`src/rtl/lsu_mem_master.sv`:
```
// rtl/lsu_mem_master.sv - load/store initiator with RMW for sub-word stores and load extension
// Optional misalignment faulting is compiled in with LSU_ALIGN_CHECK_EN.
module lsu_mem_master #(
  parameter int MEM_LAT = 1,
  parameter int ADDR_W  = 32
) (
  input  logic              clk,
  input  logic              rst,
  input  logic              req_valid,
  output logic              req_ready,
  input  logic              req_we,
  input  logic [1:0]        req_len,
  input  logic              req_signed,
  input  logic [ADDR_W-1:0] req_addr,
  input  logic [31:0]       req_wdata,
  output logic              resp_valid,
  output logic [31:0]       resp_rdata,
  output logic              resp_fault,
  output logic              mem_we,
  output logic [1:0]        mem_len,
  output logic [ADDR_W-1:0] mem_addr,
  output logic [31:0]       mem_wdata,
  input  logic [31:0]       mem_rdata
);

  localparam logic [1:0] LEN_BYTE = 2'b00;
  localparam logic [1:0] LEN_HALF = 2'b01;
  localparam logic [1:0] LEN_WORD = 2'b10;
  localparam int CNT_W = (MEM_LAT > 1) ? $clog2(MEM_LAT) : 1;

  typedef enum logic [1:0] {IDLE, READ, WRITE, RESP} state_t;

  state_t              state, state_nxt, first_st;
  logic                accept;
  logic [1:0]          len_in;
  logic                fault_in;
  logic                we_q, sgn_q, fault_q;
  logic [1:0]          len_q;
  logic [ADDR_W-1:0]   addr_q;
  logic [31:0]         wdata_q;
  logic [31:8]         cap_q;
  logic [CNT_W-1:0]    cnt;
  logic [31:0]         load_fmt;

  assign req_ready  = (state == IDLE) || (state == RESP);
  assign accept     = req_valid && req_ready;
  assign resp_valid = (state == RESP);
  assign resp_fault = resp_valid && fault_q;

  // The reserved length encoding behaves as a word access unless it faults.
  assign len_in = (req_len == 2'b11) ? LEN_WORD : req_len;

`ifdef LSU_ALIGN_CHECK_EN
  assign fault_in = (req_len == 2'b11) ||
                    ((req_len == LEN_HALF) && req_addr[0]) ||
                    ((req_len == LEN_WORD) && (req_addr[1:0] != 2'b00));
`else
  assign fault_in = 1'b0;
`endif

  always_comb begin
    first_st = READ;
    if (fault_in)
      first_st = RESP;
    else if (req_we && (len_in == LEN_WORD))
      first_st = WRITE;
  end

  always_ff @(posedge clk or negedge rst) begin
    if (!rst) state <= IDLE;
    else      state <= state_nxt;
  end

  always_comb begin
    state_nxt = state;
    case (state)
      IDLE:    if (accept) state_nxt = first_st;
      READ:    if (cnt == '0) state_nxt = we_q ? WRITE : RESP;
      WRITE:   state_nxt = RESP;
      RESP:    state_nxt = accept ? first_st : IDLE;
      default: state_nxt = IDLE;
    endcase
  end

  always_comb begin
    load_fmt = mem_rdata;
    case (len_q)
      LEN_BYTE: load_fmt = {{24{sgn_q & mem_rdata[7]}}, mem_rdata[7:0]};
      LEN_HALF: load_fmt = {{16{sgn_q & mem_rdata[15]}}, mem_rdata[15:0]};
      default:  load_fmt = mem_rdata;
    endcase
  end

  // The final READ edge either completes a load or captures the word an RMW merges into.
  always_ff @(posedge clk or negedge rst) begin
    if (!rst) begin
      we_q       <= 1'b0;
      sgn_q      <= 1'b0;
      fault_q    <= 1'b0;
      len_q      <= 2'b00;
      addr_q     <= '0;
      wdata_q    <= '0;
      cap_q      <= '0;
      cnt        <= '0;
      resp_rdata <= '0;
    end else if (accept) begin
      we_q    <= req_we;
      sgn_q   <= req_signed;
      fault_q <= fault_in;
      len_q   <= len_in;
      addr_q  <= req_addr;
      wdata_q <= req_wdata;
      cnt     <= CNT_W'(MEM_LAT - 1);
    end else if (state == READ) begin
      if (cnt != '0)
        cnt <= cnt - CNT_W'(1);
      else if (we_q)
        cap_q <= mem_rdata[31:8];
      else
        resp_rdata <= load_fmt;
    end
  end

  always_comb begin
    mem_we    = 1'b0;
    mem_len   = 2'b00;
    mem_addr  = '0;
    mem_wdata = '0;
    case (state)
      READ: begin
        mem_addr = addr_q;
        mem_len  = we_q ? LEN_WORD : len_q;
      end
      WRITE: begin
        mem_we   = 1'b1;
        mem_len  = LEN_WORD;
        mem_addr = addr_q;
        case (len_q)
          LEN_BYTE: mem_wdata = {cap_q[31:8], wdata_q[7:0]};
          LEN_HALF: mem_wdata = {cap_q[31:16], wdata_q[15:0]};
          default:  mem_wdata = wdata_q;
        endcase
      end
      default: ;
    endcase
  end

endmodule

```
`config.mk`:
```
export PLATFORM = sky130hd
export DESIGN_NAME = lsu_mem_master
export DESIGN_NICKNAME = d
export VERILOG_FILES = /design/src/rtl/lsu_mem_master.sv
export SDC_FILE = /design/constraint.sdc
export NUM_CORES = 1
export LEC_CHECK = 0
export BUFFER_PORTS_ARGS = -buffer_cell sky130_fd_sc_hd__buf_2
export CAP_MARGIN = 0
export CORE_AREA = 3 3 133 97
export CTS_CLUSTER_DIAMETER = 100
export CTS_CLUSTER_SIZE = 16
export DETAILED_ROUTE_END_ITERATION = 7
export DIE_AREA = 0 0 136 100
export PLACE_DENSITY = 0.85
export SYNTH_ARGS = -nofsm -noshare
export SYNTH_HDL_FRONTEND = slang
export SYNTH_SLANG_ARGS = --single-unit
```
`constraint.sdc`:
```
create_clock -name clk -period 2.6 [get_ports clk]
set_clock_uncertainty 0.15 [all_clocks]
set_input_delay 0.13 -clock clk [delete_from_list [all_inputs] [get_ports clk]]
set_output_delay 0.13 -clock clk [all_outputs]
set_load 0.02 [all_outputs]
```
==> report_table.html, run 1 <==
<table>
<tr><th>Metric</th><th>Value</th></tr>
<tr><th colspan="2">Logic synthesis</th></tr>
<tr><td>Count of distinct cell types in the synthesized netlist</td><td>30</td></tr>
<tr><td>Fraction of synthesis flops using an asynchronous set or reset pin</td><td>100.0%</td></tr>
<tr><td>Leading post-synthesis cells by instance count</td><td>nand2_1 (237), dfrtp_1 (126), a21oi_1 (49), and2_1 (41), mux2_4 (24)</td></tr>
<tr><td>Cell accounting for the most synthesized area</td><td>dfrtp_1</td></tr>
<tr><td>Share of Yosys cell area claimed by the top area cell type</td><td>54.21%</td></tr>
<tr><td>Synthesized area</td><td>5817 um^2</td></tr>
<tr><td>Most common cell in the netlist</td><td>nand2_1</td></tr>
<tr><td>Average cell area after synthesis</td><td>9.567 um^2</td></tr>
<tr><td>Sequential share of the synthesized area</td><td>54.21%</td></tr>
<tr><td>Post-synthesis cell count</td><td>608</td></tr>
<tr><td>Total of warnings raised by yosys</td><td>0</td></tr>
<tr><td>Most frequently used flop master after synthesis</td><td>dfrtp_1</td></tr>
<tr><td>Synthesized net count</td><td>716</td></tr>
<tr><td>Leading cell types by total area after synthesis</td><td>dfrtp_1 (54%), nand2_1 (15%), mux2_4 (6.2%), and2_1 (4.4%), a21oi_1 (4.2%)</td></tr>
<tr><td>Synthesized flop and latch total</td><td>126</td></tr>
<tr><td>Count of flip-flops with a built-in enable after synthesis</td><td>0</td></tr>
<tr><th colspan="2">Timing</th></tr>
<tr><td>Share of the clock period used by the worst path after layout</td><td>88.29%</td></tr>
<tr><td>Final count of negative-setup-slack endpoints</td><td>0</td></tr>
<tr><td>Setup TNS</td><td>0 ns</td></tr>
<tr><td>Clock period minus final worst setup slack</td><td>2.295 ns</td></tr>
<tr><td>Normalized max-slew margin</td><td>48.12%</td></tr>
<tr><td>Number of hold-slack violations in the final timing report</td><td>0</td></tr>
<tr><td>Unrepaired setup endpoints after global routing</td><td>false</td></tr>
<tr><td>Max-slew violations</td><td>0</td></tr>
<tr><td>Peak Freq</td><td>0.4356 GHz</td></tr>
<tr><td>Slew of the pin with the lowest slew margin</td><td>0.7758 ns</td></tr>
<tr><th colspan="2">Placed design</th></tr>
<tr><td>RD Place Congestion</td><td>0.7979</td></tr>
<tr><td>Count of buffers from port buffering</td><td>203</td></tr>
<tr><td>Total half-perimeter wirelength after legalization and detailed placement</td><td>10410 um</td></tr>
<tr><th colspan="2">Clock network</th></tr>
<tr><td>Master cell of the clock root buffer</td><td>clkbuf_16</td></tr>
<tr><td>Post-cts resize count</td><td>0</td></tr>
<tr><td>Clock Path Buffers</td><td>2</td></tr>
<tr><td>TritonCTS clock tree</td><td>yes</td></tr>
<tr><td>Max H-tree Level</td><td>4</td></tr>
<tr><td>Number of buffers inserted for hold repair after clock tree synthesis</td><td>101</td></tr>
<tr><td>Number of setup buffers added after CTS</td><td>0</td></tr>
<tr><td>Clock tree sinks</td><td>126</td></tr>
<tr><td>Clock transition at the registers of the reported paths</td><td>0.06 ns</td></tr>
<tr><td>Number of buffers created by CTS</td><td>17</td></tr>
<tr><td>Later-pin clock latency in the skew report</td><td>0.40 ns</td></tr>
<tr><th colspan="2">GRT</th></tr>
<tr><td>Global-route wire length before repair</td><td>29080 um</td></tr>
<tr><td>Pin count of the biggest net entering global routing</td><td>72</td></tr>
<tr><td>Total overflow reported by the global router</td><td>0</td></tr>
<tr><td>Via count of the first global-routing pass</td><td>5787</td></tr>
<tr><td>Total routing resource utilization after global routing</td><td>27.44%</td></tr>
<tr><td>Antenna violations before repair</td><td>0</td></tr>
<tr><th colspan="2">Route</th></tr>
<tr><td>Post-route antenna net violation count</td><td>0</td></tr>
<tr><td>Final routed wire length divided by cell count</td><td>17.11 um</td></tr>
<tr><td>Routed wire length</td><td>18270 um</td></tr>
<tr><td>Via count of the routed design</td><td>5558</td></tr>
<tr><td>Detailed router's first-iteration violation count</td><td>311</td></tr>
<tr><td>Vias per cell</td><td>5.204</td></tr>
<tr><td>Remaining routing DRC violations</td><td>0</td></tr>
<tr><td>Number of detailed-route iterations in the first pass</td><td>4</td></tr>
<tr><th colspan="2">Pwr</th></tr>
<tr><td>Net switching component of the power</td><td>5010 uW</td></tr>
<tr><td>Internal power of the cells</td><td>6864 uW</td></tr>
<tr><td>Total power per unit cell area</td><td>1388 nW/um^2</td></tr>
<tr><td>Sequential power share</td><td>30.0%</td></tr>
<tr><td>Leakage Power</td><td>0.004477 uW</td></tr>
<tr><td>Switching share of total power</td><td>42.20%</td></tr>
<tr><td>Combinational fraction of design power</td><td>47.7%</td></tr>
<tr><td>Clock network fraction of design power</td><td>22.3%</td></tr>
<tr><td>Peak supply drop</td><td>849.7 uV</td></tr>
<tr><th colspan="2">Job</th></tr>
<tr><td>Max-capacitance violation count</td><td>0</td></tr>
<tr><th colspan="2">Floorplan</th></tr>
<tr><td>Die area</td><td>13600 um^2</td></tr>
<tr><td>Starting density of the core</td><td>49.96%</td></tr>
<tr><td>X dimension of the die</td><td>136 um</td></tr>
<tr><td>Overall die height</td><td>100 um</td></tr>
<tr><td>Area of the placeable core</td><td>11640 um^2</td></tr>
<tr><td>Number of placement rows</td><td>33</td></tr>
<tr><td># IOs</td><td>205</td></tr>
<tr><th colspan="2">Worst setup path</th></tr>
<tr><td>R2r worst-path depth</td><td>6</td></tr>
<tr><td>Critical path's slowest cell</td><td>dfrtp_1</td></tr>
<tr><td>Critical path launch point type</td><td>register</td></tr>
<tr><td>Stage delay of the slowest cell on the critical path</td><td>0.43 ns</td></tr>
<tr><td>Setup slack of the worst register-to-register path</td><td>0.34 ns</td></tr>
<tr><td>Largest fanout on the critical path</td><td>26</td></tr>
<tr><td>Crit path launch</td><td>state[1]$_DFFE_PN0P_</td></tr>
<tr><td>Crit end category</td><td>primary output</td></tr>
<tr><td>Startpoint of the most critical register-to-register path</td><td>state[1]$_DFFE_PN0P_</td></tr>
<tr><td>RR Endpoint</td><td>resp_rdata[13]$_DFFE_PN0P_</td></tr>
<tr><td>Critical path cell sequence</td><td>inv_1 &gt; ha_1 &gt; nor2b_2 &gt; buf_4 &gt; and2_1 &gt; buf_2</td></tr>
<tr><td>Required time of the critical path</td><td>2.32 ns</td></tr>
<tr><td>Arrival time at the worst endpoint</td><td>2.02 ns</td></tr>
<tr><td>Kind of critical path</td><td>register to primary output</td></tr>
<tr><th colspan="2">Min path</th></tr>
<tr><td>Number of instances on the worst hold path</td><td>4</td></tr>
<tr><td>Class of the tightest hold or removal check</td><td>input port to register</td></tr>
<tr><td>Endpoint of the worst hold-timing path</td><td>wdata_q[31]$_DFFE_PN0N_</td></tr>
<tr><td>Beginning of the worst hold path</td><td>req_valid</td></tr>
<tr><th colspan="2">Finish</th></tr>
<tr><td>Share of cells above drive strength 1</td><td>31.39%</td></tr>
<tr><td>Synth-to-layout area growth</td><td>47.09%</td></tr>
<tr><td>Antenna diode instance count</td><td>0</td></tr>
<tr><td>Fill cell total of the finished layout</td><td>802</td></tr>
<tr><td>Nets</td><td>1006</td></tr>
<tr><td>Utilization after layout</td><td>73.48%</td></tr>
<tr><th colspan="2">Outcome</th></tr>
<tr><td>Result of the run</td><td>completed</td></tr>
</table>
registers in the layout, indices dropped and copies added (netlist names):
| name | flops |
|---|---|
| sgn_q | 1 |
| len_q | 2 |
| addr_q | 32 |
| resp_rdata | 32 |
| cap_q | 24 |
| we_q | 1 |
| wdata_q | 32 |
| state | 2 |
how the worst max path moves through the flow:
stage | to | slack, ns | depth (start not counted)
floorplan | cap_q[11]$_DFFE_PN0P_ | 0.63 | 7
global placement | cap_q[31]$_DFFE_PN0P_ | 0.57 | 5
detailed placement | cap_q[9]$_DFFE_PN0P_ | 0.47 | 5
CTS | mem_len[0] | 0.30 | 6
global route | mem_len[0] | 0.16 | 6
finish | mem_len[0] | 0.30 | 6
layout by cell type, fill, tap and decap left out, types with 2 or more instances in the layout:
| cell type | count |
|---|---|
| a21oi_1 | 49 |
| a31oi_1 | 18 |
| and2_1 | 41 |
| buf_12 | 2 |
| buf_2 | 202 |
| buf_4 | 9 |
| bufinv_16 | 5 |
| clkbuf_16 | 17 |
| clkbuf_8 | 2 |
| clkinv_2 | 2 |
| clkinvlp_4 | 3 |
| dfrtp_1 | 125 |
| dlygate4sd3_1 | 101 |
| ha_1 | 5 |
| inv_1 | 4 |
| inv_6 | 2 |
| mux2_2 | 9 |
| mux2_4 | 24 |
| mux2i_1 | 16 |
| nand2_1 | 237 |
| nand3b_1 | 2 |
| nor2_1 | 17 |
| nor3_1 | 2 |
| o21ai_0 | 2 |
| o21bai_1 | 3 |
kinds of logic (layout without fill, tap and decap cells):
kind of cell	after synthesis	after routing	synth area share [%]
AND/OR/NAND/NOR	307	307	22.46
AO/OA/AOI/OAI	72	72	6.711
other	1	1	0.06447
buffers and inverters	48	351	4.797
adder cells (fa/ha/maj)	5	5	1.076
flip-flops	126	126	54.21
multiplexers	49	49	10.69
metrics by stage:
step	instances	power (uW)	worst slack [ns]	area (um^2)	hold slack, ns
finish	1068	11870	0.3046	8556	0.01589
global route	1068	12610	0.1596	8556	0.02451
CTS	1068	11780	0.3030	8556	0.004420
detailed placement	935	8960	0.4665	6883	-0.08896
global placement	935	8772	0.5687	6883	-0.08877
floorplan	608	7384	0.6280	5817	-0.3156
critical path: cells and delay by family (launching register included):
kind / cells / cell delay [ns]
flops: 1 / 0.43
buf+inv: 3 / 0.62
fa+ha+maj: 1 / 0.23
simple gates: 2 / 0.35
per-layer routing:
layer,vias to the layer above,wire (um),track usage [%]
li1,2537,-,-
met1,2640,7218,33.53
met2,304,8714,44.43
met3,77,1608,8.667
met4,0,727,13.25
met5,-,0,0
cell type report:
| cell class | instances | area (um^2) | share of cell area, % |
|---|---|---|---|
| sequential | 126 | 3154 | 36.87 |
| multi-input combinational | 434 | 2395 | 27.99 |
| timing repair buffer | 314 | 2130 | 24.89 |
| clock buffer | 19 | 452.9 | 5.294 |
| clock inverter | 13 | 209.0 | 2.442 |
| tap | 157 | 196.4 | 2.296 |
| inverter | 5 | 18.77 | 0.2194 |
power by group through the flow:
stage / clock network [uW] / registers (uW) / logic [uW]
after floorplan: 0 / 3700 / 3690
after global placement: 0 / 3490 / 5280
after detailed placement: 0 / 3540 / 5420
after CTS: 2680 / 3530 / 5570
after global routing: 2770 / 3680 / 6160
final: 2650 / 3560 / 5660
(Power assumes the default switching activity.)
==> inputs of run 2 (changes only) <==
--- a/config.mk
+++ b/config.mk
@@ -13,6 +13,7 @@
 export DETAILED_ROUTE_END_ITERATION = 7
 export DIE_AREA = 0 0 136 100
 export PLACE_DENSITY = 0.85
+export RECOVER_POWER = 100
 export SYNTH_ARGS = -nofsm -noshare
 export SYNTH_HDL_FRONTEND = slang
 export SYNTH_SLANG_ARGS = --single-unit
==> constraint.sdc (replaced) <==
create_clock -name clk -period 2.6 [get_ports clk]
set_clock_uncertainty 0.15 [all_clocks]
set_input_delay 0.13 -clock clk [delete_from_list [all_inputs] [get_ports clk]]
set_output_delay 0.13 -clock clk [all_outputs]
set_load 0.1 [all_outputs]
==> report_table.html, run 2 (same netlist as run 1, synthesis figures left out) <==
<table>
<tr><th>Metric</th><th>Value</th></tr>
<tr><th colspan="2">Worst setup path</th></tr>
<tr><td>Critical path cell sequence</td><td>buf_4 &gt; clkbuf_4 &gt; mux2i_1 &gt; nor2_4 &gt; clkbuf_2</td></tr>
<tr><td>Setup slack of the worst register-to-register path</td><td>0.22 ns</td></tr>
<tr><td>Critical path's slowest cell</td><td>clkbuf_2</td></tr>
<tr><td>Kind of critical path</td><td>register to primary output</td></tr>
<tr><td>R2r worst-path depth</td><td>5</td></tr>
<tr><td>Crit end category</td><td>primary output</td></tr>
<tr><td>Largest fanout on the critical path</td><td>21</td></tr>
<tr><td>Arrival time at the worst endpoint</td><td>2.23 ns</td></tr>
<tr><td>Critical path launch point type</td><td>register</td></tr>
<tr><td>Required time of the critical path</td><td>2.32 ns</td></tr>
<tr><td>Stage delay of the slowest cell on the critical path</td><td>0.39 ns</td></tr>
<tr><th colspan="2">Finish</th></tr>
<tr><td>Leading cell types in the layout, fill and taps excluded</td><td>nand2_1 (237), dfrtp_1 (125), buf_2 (120)</td></tr>
<tr><td>Top Registers</td><td>addr_q (32), resp_rdata (32), wdata_q (32)</td></tr>
<tr><td>Synth-to-layout area growth</td><td>47.95%</td></tr>
<tr><td>Most frequent standard cell in the layout excluding fill and tap cells</td><td>nand2_1</td></tr>
<tr><td>Share of cells above drive strength 1</td><td>27.88%</td></tr>
<tr><td>Nets</td><td>1007</td></tr>
<tr><th colspan="2">Min path</th></tr>
<tr><td>Number of instances on the worst hold path</td><td>4</td></tr>
<tr><td>Class of the tightest hold or removal check</td><td>input port to register</td></tr>
<tr><th colspan="2">Clock network</th></tr>
<tr><td>Clock Path Buffers</td><td>2</td></tr>
<tr><td>Master cell of the clock root buffer</td><td>clkbuf_16</td></tr>
<tr><td>Clock tree sinks</td><td>126</td></tr>
<tr><td>Max H-tree Level</td><td>4</td></tr>
<tr><td>TritonCTS clock tree</td><td>yes</td></tr>
<tr><td>Number of buffers created by CTS</td><td>17</td></tr>
<tr><td>Later-pin clock latency in the skew report</td><td>0.40 ns</td></tr>
<tr><td>Clock transition at the registers of the reported paths</td><td>0.05 ns</td></tr>
<tr><th colspan="2">Timing</th></tr>
<tr><td>Slew of the pin with the lowest slew margin</td><td>1.678 ns</td></tr>
<tr><td>Number of hold-slack violations in the final timing report</td><td>0</td></tr>
<tr><td>Peak Freq</td><td>0.3990 GHz</td></tr>
<tr><td>Unrepaired setup endpoints after global routing</td><td>false</td></tr>
<tr><td>Setup TNS</td><td>0 ns</td></tr>
<tr><td>Normalized max-slew margin</td><td>-11.86%</td></tr>
<tr><td>Final setup margin</td><td>0.09359 ns</td></tr>
<tr><td>Clock period minus final worst setup slack</td><td>2.506 ns</td></tr>
<tr><td>Share of the clock period used by the worst path after layout</td><td>96.40%</td></tr>
<tr><td>Max-slew violations</td><td>127</td></tr>
<tr><td>Final count of negative-setup-slack endpoints</td><td>0</td></tr>
<tr><th colspan="2">Floorplan</th></tr>
<tr><td>Starting density of the core</td><td>49.96%</td></tr>
<tr><td>Number of placement rows</td><td>33</td></tr>
<tr><td>Area of the placeable core</td><td>11640 um^2</td></tr>
<tr><td>X dimension of the die</td><td>136 um</td></tr>
<tr><td>Overall die height</td><td>100 um</td></tr>
<tr><td># IOs</td><td>205</td></tr>
<tr><td>Die area</td><td>13600 um^2</td></tr>
<tr><th colspan="2">GRT</th></tr>
<tr><td>Total routing resource utilization after global routing</td><td>27.15%</td></tr>
<tr><td>Pin count of the biggest net entering global routing</td><td>127</td></tr>
<tr><td>Via count of the first global-routing pass</td><td>5675</td></tr>
<tr><td>Global-route wire length before repair</td><td>28960 um</td></tr>
<tr><td>Antenna violations before repair</td><td>0</td></tr>
<tr><td>Total overflow reported by the global router</td><td>0</td></tr>
<tr><th colspan="2">Placed design</th></tr>
<tr><td>Count of buffers from port buffering</td><td>203</td></tr>
<tr><td>Total half-perimeter wirelength after legalization and detailed placement</td><td>10440 um</td></tr>
<tr><td>Worst setup timing slack at the placement stage</td><td>0.2873 ns</td></tr>
<tr><td>RD Place Congestion</td><td>0.8052</td></tr>
<tr><th colspan="2">Route</th></tr>
<tr><td>Post-route antenna net violation count</td><td>0</td></tr>
<tr><td>Final routed wire length divided by cell count</td><td>17.20 um</td></tr>
<tr><td>Vias per cell</td><td>5.118</td></tr>
<tr><td>Remaining routing DRC violations</td><td>0</td></tr>
<tr><td>Number of detailed-route iterations in the first pass</td><td>5</td></tr>
<tr><td>Detailed router's first-iteration violation count</td><td>409</td></tr>
<tr><td>Via count of the routed design</td><td>5471</td></tr>
<tr><td>Routed wire length</td><td>18380 um</td></tr>
<tr><th colspan="2">Job</th></tr>
<tr><td>Max-capacitance violation count</td><td>1</td></tr>
<tr><th colspan="2">Outcome</th></tr>
<tr><td>Failing checks</td><td>capacitance limit, slew limit</td></tr>
<tr><td>Result of the run</td><td>complete, but fails checks</td></tr>
</table>
-- run 2: layout make-up --
class	instances	area, um^2
Sequential cell	126	3154
Inverter	5	21.27
Fill cell	797	3038
Clock inverter	14	192.7
Timing Repair Buffer	315	2121
Antenna cell	1	2.502
Tap cell	157	196.4
Multi-Input combinational cell	434	2492
Clock buffer	17	425.4
-- run 2: routing by layer --
layer  vias to the layer above  GRT usage, %  share of wire (%)
met5                         -             0                  0
met4                         0         10.46                2.8
met3                        54         7.916                7.4
met2                       287         44.73                 48
met1                      2589         34.11                 41
li1                       2541             -                  -
-- run 2: what timing repair did --
item | 4_1_cts | 5_1_grt
hold endpoints to repair | 252 | 0
setup buffers | 0 | 0
hold buffers | 101 | 0
gates resized for setup | 1 | 3
setup endpoints to repair | 5 | 3
-- run 2: final timing paths --
kind / startpoint / endpoint
max in group asynchronous: rst / len_q[1]$_DFFE_PN0N_
setup / recovery: len_q[1]$_DFFE_PN0N_ / mem_wdata[16]
hold reg to reg: addr_q[15]$_DFFE_PN0N_ / addr_q[15]$_DFFE_PN0N_
min in group asynchronous: rst / wdata_q[12]$_DFFE_PN0N_
setup reg to reg: state[1]$_DFFE_PN0P_ / resp_rdata[4]$_DFFE_PN0P_
hold / removal: req_valid / state[1]$_DFFE_PN0P_
-- run 2: metrics by stage --
stage | cells | hold WS [ns] | utilization (%) | area (um^2)
after detailed placement | 936 | 0.1410 | 61.57 | 7169
after CTS | 1068 | 0.1441 | 75.59 | 8801
after global routing | 1068 | 0.1233 | 73.89 | 8603
after global placement | 936 | 0.1416 | 61.57 | 7169
final | 1069 | 0.1320 | 73.91 | 8606
after floorplan | 608 | -0.3156 | - | 6021
-- run 2: critical path, delay by kind of cell (launching register included) --
family	cells	cell delay [ns]
buffers and inverters	3	1.02
flip-flops	1	0.37
multiplexers	1	0.37
AND/OR/NAND/NOR	1	0.05
Power of run 2 is left out: the tool's default activity adds up to more than one toggle a clock period on the data nets, which glitch-free logic cannot reach.
==> inputs of run 3 (changes only) <==
==> constraint.sdc (replaced) <==
create_clock -name clk -period 2.5 [get_ports clk]
set_clock_uncertainty 0.15 [all_clocks]
set_input_delay 0.375 -clock clk [delete_from_list [all_inputs] [get_ports clk]]
set_output_delay 0.375 -clock clk [all_outputs]
set_load 0.1 [all_outputs]
==> report_table.html, run 3 (same netlist as run 1, synthesis figures left out) <==
<table>
<tr><th>Metric</th><th>Value</th></tr>
<tr><th colspan="2">Outcome</th></tr>
<tr><td>Result of the run</td><td>completed</td></tr>
<tr><th colspan="2">Job</th></tr>
<tr><td>Max-capacitance violation count</td><td>0</td></tr>
<tr><th colspan="2">Floorplan</th></tr>
<tr><td># IOs</td><td>205</td></tr>
<tr><td>Die area</td><td>13600 um^2</td></tr>
<tr><td>Starting density of the core</td><td>49.96%</td></tr>
<tr><td>Overall die height</td><td>100 um</td></tr>
<tr><td>X dimension of the die</td><td>136 um</td></tr>
<tr><td>Area of the placeable core</td><td>11640 um^2</td></tr>
<tr><td>Number of placement rows</td><td>33</td></tr>
<tr><th colspan="2">Min path</th></tr>
<tr><td>Class of the tightest hold or removal check</td><td>input port to register</td></tr>
<tr><th colspan="2">Timing</th></tr>
<tr><td>Share of the clock period used by the worst path after layout</td><td>97.30%</td></tr>
<tr><td>Peak Freq</td><td>0.4111 GHz</td></tr>
<tr><td>Number of hold-slack violations in the final timing report</td><td>0</td></tr>
<tr><td>Normalized max-slew margin</td><td>19.07%</td></tr>
<tr><td>Unrepaired setup endpoints after global routing</td><td>false</td></tr>
<tr><td>Clock period minus final worst setup slack</td><td>2.433 ns</td></tr>
<tr><td>Final count of negative-setup-slack endpoints</td><td>0</td></tr>
<tr><td>Max-slew violations</td><td>0</td></tr>
<tr><td>Slew of the pin with the lowest slew margin</td><td>1.219 ns</td></tr>
<tr><th colspan="2">Finish</th></tr>
<tr><td>Synth-to-layout area growth</td><td>41.51%</td></tr>
<tr><td>Final cell count without fillers</td><td>1003</td></tr>
<tr><td>Utilization after layout</td><td>70.70%</td></tr>
<tr><td>Nets</td><td>941</td></tr>
<tr><td>Most frequent standard cell in the layout excluding fill and tap cells</td><td>nand2_1</td></tr>
<tr><td>Top Registers</td><td>addr_q (32), resp_rdata (32), wdata_q (32)</td></tr>
<tr><td>Share of cells above drive strength 1</td><td>31.09%</td></tr>
<tr><td>Leading cell types in the layout, fill and taps excluded</td><td>nand2_1 (237), dfrtp_1 (125), buf_2 (102)</td></tr>
<tr><td>Antenna diode instance count</td><td>0</td></tr>
<tr><th colspan="2">Route</th></tr>
<tr><td>Via count of the routed design</td><td>5120</td></tr>
<tr><td>Detailed router's first-iteration violation count</td><td>322</td></tr>
<tr><td>Vias per cell</td><td>5.105</td></tr>
<tr><td>Uppermost layer routed</td><td>met4</td></tr>
<tr><td>Detailed-routed wire length on met3</td><td>1523 um</td></tr>
<tr><td>Post-route antenna net violation count</td><td>0</td></tr>
<tr><td>Detailed-routing wirelength on met1</td><td>7057 um</td></tr>
<tr><td>Routed wire length</td><td>16660 um</td></tr>
<tr><td>Final routed wire length divided by cell count</td><td>16.61 um</td></tr>
<tr><td>Remaining routing DRC violations</td><td>0</td></tr>
<tr><td>Number of detailed-route iterations in the first pass</td><td>5</td></tr>
<tr><td>Total length of routed met2 wires</td><td>7884 um</td></tr>
<tr><th colspan="2">Worst setup path</th></tr>
<tr><td>Kind of critical path</td><td>register to primary output</td></tr>
<tr><td>Critical path cell sequence</td><td>inv_2 &gt; ha_4 &gt; buf_12 &gt; and2_0 &gt; clkbuf_4</td></tr>
<tr><td>Required time of the critical path</td><td>1.98 ns</td></tr>
<tr><td>Critical path's slowest cell</td><td>dfrtp_1</td></tr>
<tr><td>CP bufs+invs</td><td>3</td></tr>
<tr><td>Arrival time at the worst endpoint</td><td>1.91 ns</td></tr>
<tr><td>Dominant delay contributor by cell family on the critical path</td><td>buffers and inverters</td></tr>
<tr><td>Stage delay of the slowest cell on the critical path</td><td>0.41 ns</td></tr>
<tr><td>Critical path launch point type</td><td>register</td></tr>
<tr><td>Crit end category</td><td>primary output</td></tr>
<tr><td>Setup slack of the worst register-to-register path</td><td>0.13 ns</td></tr>
<tr><td>Largest fanout on the critical path</td><td>35</td></tr>
<tr><th colspan="2">Clock network</th></tr>
<tr><td>Clock tree sinks</td><td>126</td></tr>
<tr><td>Number of buffers created by CTS</td><td>17</td></tr>
<tr><td>Clock transition at the registers of the reported paths</td><td>0.06 ns</td></tr>
<tr><td>Master cell of the clock root buffer</td><td>clkbuf_16</td></tr>
<tr><td>TritonCTS clock tree</td><td>yes</td></tr>
<tr><td>Later-pin clock latency in the skew report</td><td>0.41 ns</td></tr>
<tr><td>Max H-tree Level</td><td>4</td></tr>
<tr><td>Clock Path Buffers</td><td>2</td></tr>
<tr><th colspan="2">GRT</th></tr>
<tr><td>Global-route wire length before repair</td><td>26900 um</td></tr>
<tr><td>Total overflow reported by the global router</td><td>0</td></tr>
<tr><td>Antenna violations before repair</td><td>0</td></tr>
<tr><td>Total routing resource utilization after global routing</td><td>25.18%</td></tr>
<tr><td>Via count of the first global-routing pass</td><td>5179</td></tr>
<tr><td>Pin count of the biggest net entering global routing</td><td>52</td></tr>
<tr><th colspan="2">Placed design</th></tr>
<tr><td>Total half-perimeter wirelength after legalization and detailed placement</td><td>10730 um</td></tr>
<tr><td>Count of buffers from port buffering</td><td>203</td></tr>
<tr><td>RD Place Congestion</td><td>0.8097</td></tr>
<tr><td>Placed cell count</td><td>938</td></tr>
</table>
-- run 3: changes by cell type in the layout (fill, tap and decap cells not counted), moves of 3 or more --
cell and change:
buf_8 +6, clkbuf_4 +26, dlygate4sd3_1 -68, and2_0 -3
buf_6 +7, clkinv_4 +3, buf_4 +5, buf_12 +7
clkbuf_2 -30, inv_1 -3, buf_2 -18
-- run 3: routing by layer --
| layer | GRT usage [%] | vias up |
|---|---|---|
| li1 | - | 2413 |
| met4 | 6.816 | 0 |
| met1 | 33.19 | 2439 |
| met5 | 0 | - |
| met2 | 40.66 | 251 |
| met3 | 7.916 | 17 |
-- run 3: final timing paths --
| check | depth (start not counted) | endpoint | startpoint |
|---|---|---|---|
| worst max-delay path | 5 | mem_addr[2] | state[0]$_DFFE_PN0P_ |
| worst min-delay path | 3 | addr_q[1]$_DFFE_PN0N_ | req_addr[1] |
| worst max register to register | 5 | resp_rdata[0]$_DFFE_PN0P_ | state[0]$_DFFE_PN0P_ |
| worst min register to register | 2 | addr_q[29]$_DFFE_PN0N_ | addr_q[29]$_DFFE_PN0N_ |
| max in group asynchronous | 3 | addr_q[11]$_DFFE_PN0N_ | rst |
| min in group asynchronous | 2 | resp_rdata[5]$_DFFE_PN0P_ | rst |
-- run 3: what timing repair did --
item                                   CTS  global route
gates resized for setup                 21            16
buffers inserted                         0             0
endpoints found under the hold margin   75             0
setup endpoints to repair               35            16
hold buffers                            33             0
-- run 3: metrics by stage --
stage	setup TNS, ns	worst slack (ns)	cell area (um^2)	hold slack, ns
5_1_grt	0	0.01212	8232	0.005426
3_5_place_dp	0	0.3623	7526	0.2750
6_report	0	0.06738	8232	0.007776
3_3_place_gp	0	0.4164	7526	0.2688
4_1_cts	0	0.0002200	8529	0.0001544
2_1_floorplan	-0.1059	-0.1059	6053	-0.07059
-- run 3: cell type report --
class,count,area [um^2]
timing repair buffer,249,1738
tap,157,196.4
multi-input combinational,434,2497
inverter,5,25.02
clock buffer,18,439.2
fill,879,3412
sequential,126,3154
clock inverter,14,181.4
-- run 3: worst reg2reg max path, cell delays in order (launching register included) --
cell      delay, ns
dfrtp_1        0.41
inv_2          0.10
ha_4           0.29
nand2b_1       0.23
and2_2         0.67
mux2_2         0.42
Power of run 3 is left out for the same reason.
